--- src/rtl/serial_add_ctrl.sv ---
// Bit-serial adder controller: a single full-adder cell (two half adders plus OR)
// stepped LSB first over a WIDTH-bit operand pair with a registered carry.

module half_adder (
   input  logic x,
   input  logic y,
   output logic s,
   output logic c
);
   assign s = x ^ y;
   assign c = x & y;
endmodule

module serial_add_ctrl #(
   parameter int WIDTH = 8
) (
   input  logic             clk,
   input  logic             rst,
   input  logic             start_valid,
   output logic             start_ready,
   input  logic [WIDTH-1:0] a,
   input  logic [WIDTH-1:0] b,
   input  logic             cin,
   output logic             busy,
   output logic             done,
   output logic [WIDTH-1:0] sum,
   output logic             cout,
   output logic [1:0]       state_dbg
);
   localparam int            CW   = (WIDTH > 1) ? $clog2(WIDTH) : 1;
   localparam logic [CW-1:0] LAST = CW'(WIDTH - 1);

   typedef enum logic [1:0] {
      S_IDLE = 2'd0,
      S_RUN  = 2'd1,
      S_DONE = 2'd2
   } state_t;

   state_t           state;
   logic [WIDTH-1:0] a_sh;
   logic [WIDTH-1:0] b_sh;
   logic [WIDTH-1:0] sum_sh;
   logic [WIDTH-1:0] sum_next;
   logic [CW-1:0]    cnt;
   logic             carry;
   logic             carry_next;
   logic             s_bit;
   logic             p;
   logic             g1;
   logic             g2;

   // Handshake: an operation is taken on a rising edge where start_valid and
   // start_ready are both high; start_ready is high only while idle.
   assign start_ready = (state == S_IDLE);
   assign state_dbg   = state;

   half_adder u_ha0 (.x(a_sh[0]), .y(b_sh[0]), .s(p),     .c(g1));
   half_adder u_ha1 (.x(p),       .y(carry),   .s(s_bit), .c(g2));
   assign carry_next = g1 | g2;

   // New sum bit enters at the MSB; after WIDTH steps bit 0 lands at the LSB.
   assign sum_next = WIDTH'({s_bit, sum_sh} >> 1);

   always_ff @(posedge clk) begin
      if (rst) begin
         state  <= S_IDLE;
         busy   <= 1'b0;
         done   <= 1'b0;
         sum    <= '0;
         cout   <= 1'b0;
         cnt    <= '0;
         a_sh   <= '0;
         b_sh   <= '0;
         sum_sh <= '0;
         carry  <= 1'b0;
      end else begin
         done <= 1'b0;
         case (state)
            S_IDLE: begin
               if (start_valid) begin
                  a_sh   <= a;
                  b_sh   <= b;
                  carry  <= cin;
                  sum_sh <= '0;
                  cnt    <= '0;
                  busy   <= 1'b1;
                  state  <= S_RUN;
               end
            end
            S_RUN: begin
               a_sh   <= a_sh >> 1;
               b_sh   <= b_sh >> 1;
               sum_sh <= sum_next;
               carry  <= carry_next;
               cnt    <= cnt + 1'b1;
               if (cnt == LAST) begin
                  sum   <= sum_next;
                  cout  <= carry_next;
                  done  <= 1'b1;
                  state <= S_DONE;
               end
            end
            S_DONE: begin
               busy  <= 1'b0;
               state <= S_IDLE;
            end
            default: begin
               busy  <= 1'b0;
               state <= S_IDLE;
            end
         endcase
      end
   end
endmodule

--- config.mk ---
export PLATFORM = sky130hd
export DESIGN_NAME = serial_add_ctrl
export DESIGN_NICKNAME = d
export VERILOG_FILES = /design/src/rtl/serial_add_ctrl.sv
export SDC_FILE = /design/constraint.sdc
export NUM_CORES = 1
export LEC_CHECK = 0
export ABC_AREA = 1
export CAP_MARGIN = 0
export CORE_ASPECT_RATIO = 0.8
export CORE_MARGIN = 1
export CORE_UTILIZATION = 55
export DETAILED_ROUTE_END_ITERATION = 10
export HOLD_SLACK_MARGIN = 0.08
export PLACE_DENSITY = 0.83
export SYNTH_ARGS = -nofsm -noshare
export SYNTH_HDL_FRONTEND = slang
export SYNTH_SLANG_ARGS = --single-unit
--- constraint.sdc ---
create_clock -name clk -period 1.8 [get_ports clk]
set_input_delay 0.45 -clock clk [delete_from_list [all_inputs] [get_ports clk]]
set_output_delay 0.45 -clock clk [all_outputs]
set_load 0.01 [all_outputs]
* After elaboration in Yosys (flattened, before gate mapping)
Cells that the tools add are included.
Word-level totals: output and inout port bits 14, bits of input ports 20, register bits after elaboration 41, logic and storage cells 44
Cells by class: add/subtract/negate cells 1, multiplexer cells 16, eq/ne operators 4, bitwise operators 6, reductions and logical operators 7
Operator list (number):
- $pmux W8 S2 | 3
- $mux W8 | 3
- $reduce_and A2 Y1 | 4
- $pmux W3 S2 | 1
- $mux W2 | 2
- $ne A2 B2 Y1 const B | 2
- $pmux W1 S2 | 2
- $pmux W2 S2 | 1
- $add A3 B1 Y3 const B | 1
- $eq A3 B3 Y1 const B | 1
- $mux W1 | 3
- $mux W3 | 1
- $and A1 B1 Y1 | 2
- $eq A2 B1 Y1 const B | 1
- $logic_not A2 Y1 | 1
- $reduce_bool A2 Y1 | 1
- $reduce_or A2 Y1 | 1
- $xor A1 B1 Y1 | 2
- $not A1 Y1 | 1
- $or A1 B1 Y1 | 1

* Logic depth before layout (Yosys ltp)
Gate-level depths: netlist (run 1).
depth in word-level cells 4, depth in mapped cells 7, mapped depth without buffers 6

* Cells and area by module
A second synthesis (run 1) with hierarchy kept.
Second synthesis, totals: cell total of the unflattened synthesis 261, area, all modules 1773.0 sq um
Modules (own cells, without submodules):
- serial_add_ctrl | times used 1, cells each 259, area an instance 1747.9 sq um
- half_adder | times used 2, cells each 1, area an instance 12.5 sq um

* Least setup slack after synthesis (run 1)
No wires, ideal clock.
path type register to output, from reg state[0] (netlist: state_dbg[0]), to out start_ready, arrival 729 ps, slack 621 ps, stages on the path, launching flop included 3, path buffers 1, cells stage by stage dfxtp_1 -> buf_6 -> nor2_1
On the way: longest elaborated chain between the ends 1
RTL lines:
- from (decl) | line 39 | state_t state;
- from (signal assigned) | line 66 | state <= S_IDLE;
- from (signal assigned) | line 87 | state <= S_RUN;
- from (signal assigned) | line 100 | state <= S_DONE;
- $logic_not A2 Y1 | line 54 | assign start_ready = (state == S_IDLE);
- to (decl) | line 20 | output logic start_ready,
Every way passes these cells.

* Final worst setup path (run 1)
from reg state[0] (netlist: state_dbg[0]), to out state_dbg[0]
RTL lines:
- to (decl) | line 28 | output logic [1:0] state_dbg
No word-level cell between the ends.

==> qor.txt, run 1 <==
Synth Instances -> 259
DP Area -> 0.00220 mm²
Multi-input gate area -> 887 µm²
Initial core utilization -> 59.2%
Ys Warns -> 0
Post-Syn Area -> 0.00187 mm²
Total die area -> 0.00363 mm²
Synth Register Bits -> 40
Crit path to -> state_dbg[0]
WHS -> 0.471 ns
WP buf/inv -> 1
RSZ-0062 raised after global routing -> no
Clock root buffer -> clkbuf_8
Final-report hold violation count -> 0
Startpoint types -> flop
Top delay family on crit path -> buffers and inverters
Critical path class -> reg -> out
Remaining Overflow, GRT -> 0
Post-DP HPWL -> 2390 µm
Average vias per placed instance -> 4.84
Max-cap violations -> 0
WHS Path Cells -> 2
CP max stage cell -> clkdlybuf4s50_1
Skew-Pair Late Insertion Delay -> 0.30 ns
CTS Sinks -> 40
Core box area -> 0.00315 mm²
Leakage -> 1.03 nW
Min cycle time layout -> 1.74 ns
TritonCTS Buffers -> 5
Crit Reg-Reg Endpoint -> cout$_SDFFE_PP0P_
Die Y -> 54.1 µm
Final Cell Area -> 0.00230 mm²
Tcrit/Tclk final -> 96.8%
Routed via count -> 1,608
Antenna Nets Post-Route -> 0
Worst-path clk slew -> 0.07 ns
Net count, final -> 314
Arrival @ worst endpoint -> 1.29 ns
Non-Filler Instances -> 332
Post-Route WL -> 3570 µm
Final Worst Setup Slack -> 0.0567 ns
DP Worst Slack -> -0.0421 ns
FF+latch area -> 802 µm²
N_diodes -> 0
Fin. max-slew vios -> 0
Count of input and output buffers -> 33
Endpoint class of the critical path -> output port
Status -> finished clean
Worst hold path class -> reg -> reg
CP Launch Point -> state_dbg[0]$_SDFFE_PP0P_
RR Startpoint -> state_dbg[0]$_SDFFE_PP0P_
Largest stage delay on the critical path -> 0.58 ns
Required time of the critical path -> 1.35 ns
Filler cell count -> 272
CP Cell Sequence -> clkdlybuf4s50_1
F_max -> 574 MHz
Layout cells sized above 1 -> 15.4%
Synthesized area per cell -> 7.21 µm²
WL/cell -> 10.8 µm
VDD IR max -> 0.000621 V
Stages on worst setup path -> 1
Fin Clk Skew -> 0.00838 ns
Iter 0 DRT Violations -> 87
First-pass GRT wire length -> 5820 µm
Pin count of the biggest net entering global routing -> 33
Seq/Total Area, Yosys -> 42.9%
# setup viols final -> 0
GP Congestion -> 0.737
Antenna violations before repair -> 0
Internal reg-to-reg setup slack -> 0.40 ns
Syn_nets -> 282
Area Overhead vs Synth -> 23.1%
GRT Overall Usage -> 22.0%
CP Max Fanout -> 4
Remaining DRCs -> 0
Pin slew with the least headroom to its limit -> 0.747 ns
FF-to-FF path depth -> 7
PwrDens -> 803 mW/mm²
Netlist cell types -> 19
CTS HTree Levels -> 2
Cells after DPL -> 324
Boundary pin count -> 34
Die width -> 67.2 µm
Clock buffer depth -> 2
Drt first pass iters -> 4
Relative slew margins -> 50.2%
Row cnt -> 18
Tot Pwr -> 1.85 mW
CTS tree -> yes
Vias in the first global route -> 1,301
logic make-up after synthesis:
logic type / count (synthesis) / synth area share (%)
DFF: 40 / 42.9
adders and majority gates: 3 / 2.41
AOI/OAI and AO/OA: 15 / 6.83
buffers and inverters: 35 / 10.0
and+or+nand+nor: 166 / 37.8
how the worst min path moves through the flow:
stage	startpoint	to	slack, ns
after floorplan	sum_sh[1]$_SDFFE_PP0P_	sum_sh[1]$_SDFFE_PP0P_	0.44
after global placement	a_sh[7]$_SDFFE_PP0P_	a_sh[7]$_SDFFE_PP0P_	0.46
after detailed placement	b_sh[7]$_SDFFE_PP0P_	b_sh[7]$_SDFFE_PP0P_	0.46
after CTS	b_sh[7]$_SDFFE_PP0P_	b_sh[7]$_SDFFE_PP0P_	0.47
after global routing	b_sh[7]$_SDFFE_PP0P_	b_sh[7]$_SDFFE_PP0P_	0.49
final	sum_sh[1]$_SDFFE_PP0P_	sum_sh[1]$_SDFFE_PP0P_	0.47
per-stage QoR:
step | utilization (%) | TNS [ns]
2_1_floorplan | - | 0
5_1_grt | 72.9 | 0
6_report | 72.9 | 0
3_3_place_gp | 69.8 | 0
3_5_place_dp | 69.8 | -0.0421
4_1_cts | 72.9 | 0
routing by layer:
metal	global-route usage, %	routed length, µm	vias up
li1	-	-	855
met1	29.4	1740	723
met2	33.0	1670	25
met3	8.26	141	5
met4	6.38	25	0
met5	0	0	-
power breakdown:
group / switching [mW] / internal [mW] / total [mW]
logic: 0.153 / 0.127 / 0.281
clock network: 0.306 / 0.306 / 0.612
registers: 0.0270 / 0.928 / 0.955
state kept, by name, indices dropped and copies added (netlist names):
| signal | flops |
|---|---|
| a_sh | 8 |
| b_sh | 8 |
| busy | 1 |
| carry | 1 |
| cnt | 3 |
| cout | 1 |
| done | 1 |
| state_dbg | 2 |
| sum | 8 |
| sum_sh | 7 |
cell usage after synthesis, drive strengths merged:
master | instances | area (µm²)
a21oi | 13 | 106
buf | 14 | 106
dfxtp | 40 | 801
fa | 1 | 20.0
ha | 2 | 25.0
inv | 21 | 81.3
nand2 | 103 | 424
nand3 | 25 | 125
nor2 | 38 | 158
o21ai | 2 | 21.3
area by class of cell:
cell class / count / share of cell area [%]
multi-input combinational: 184 / 38.6
sequential: 40 / 34.9
timing repair buffer: 39 / 16.8
inverter: 21 / 3.54
clock buffer: 6 / 3.59
clock inverter: 2 / 0.435
tap: 40 / 2.18
cell usage in the layout, fill, tap and decap left out:
cell type / netlist / routed
a21oi_1: 2 / 2
a21oi_2: 11 / 11
buf_12: 0 / 1
buf_4: 2 / 5
clkbuf_8: 0 / 6
clkdlybuf4s50_1: 0 / 32
clkinv_2: 0 / 2
dfxtp_1: 40 / 39
dfxtp_2: 0 / 1
dlygate4sd2_1: 0 / 1
fa_1: 1 / 1
ha_1: 2 / 2
inv_1: 19 / 19
inv_2: 1 / 1
inv_4: 1 / 1
nand2_1: 90 / 90
nand2_2: 12 / 12
nand2_4: 1 / 1
nand3_1: 25 / 25
nor2_1: 36 / 35
nor2_4: 2 / 3
o21ai_0: 1 / 1
o21ai_4: 1 / 1
repair_timing:
action | in CTS | in global routing
hold buffers | 0 | 0
setup buffers | 0 | 0
gates resized for setup | 4 | 0
endpoints found under the hold margin | 0 | 0
setup endpoints to repair | 2 | 0
tightest hold or removal path, stage by stage, from the launching register on:
cell	delay (ns)
dfxtp_1	0.32
nand2_2	0.07
a21oi_2	0.04
No activity file was read; power rests on OpenSTA's default activity.
==> run 2, diff against run 1 <==
Settings changed: SKIP_LAST_GASP set to 1.
==> results of run 2 <==
Final layout, timing and power as in run 1 (identical DEF).
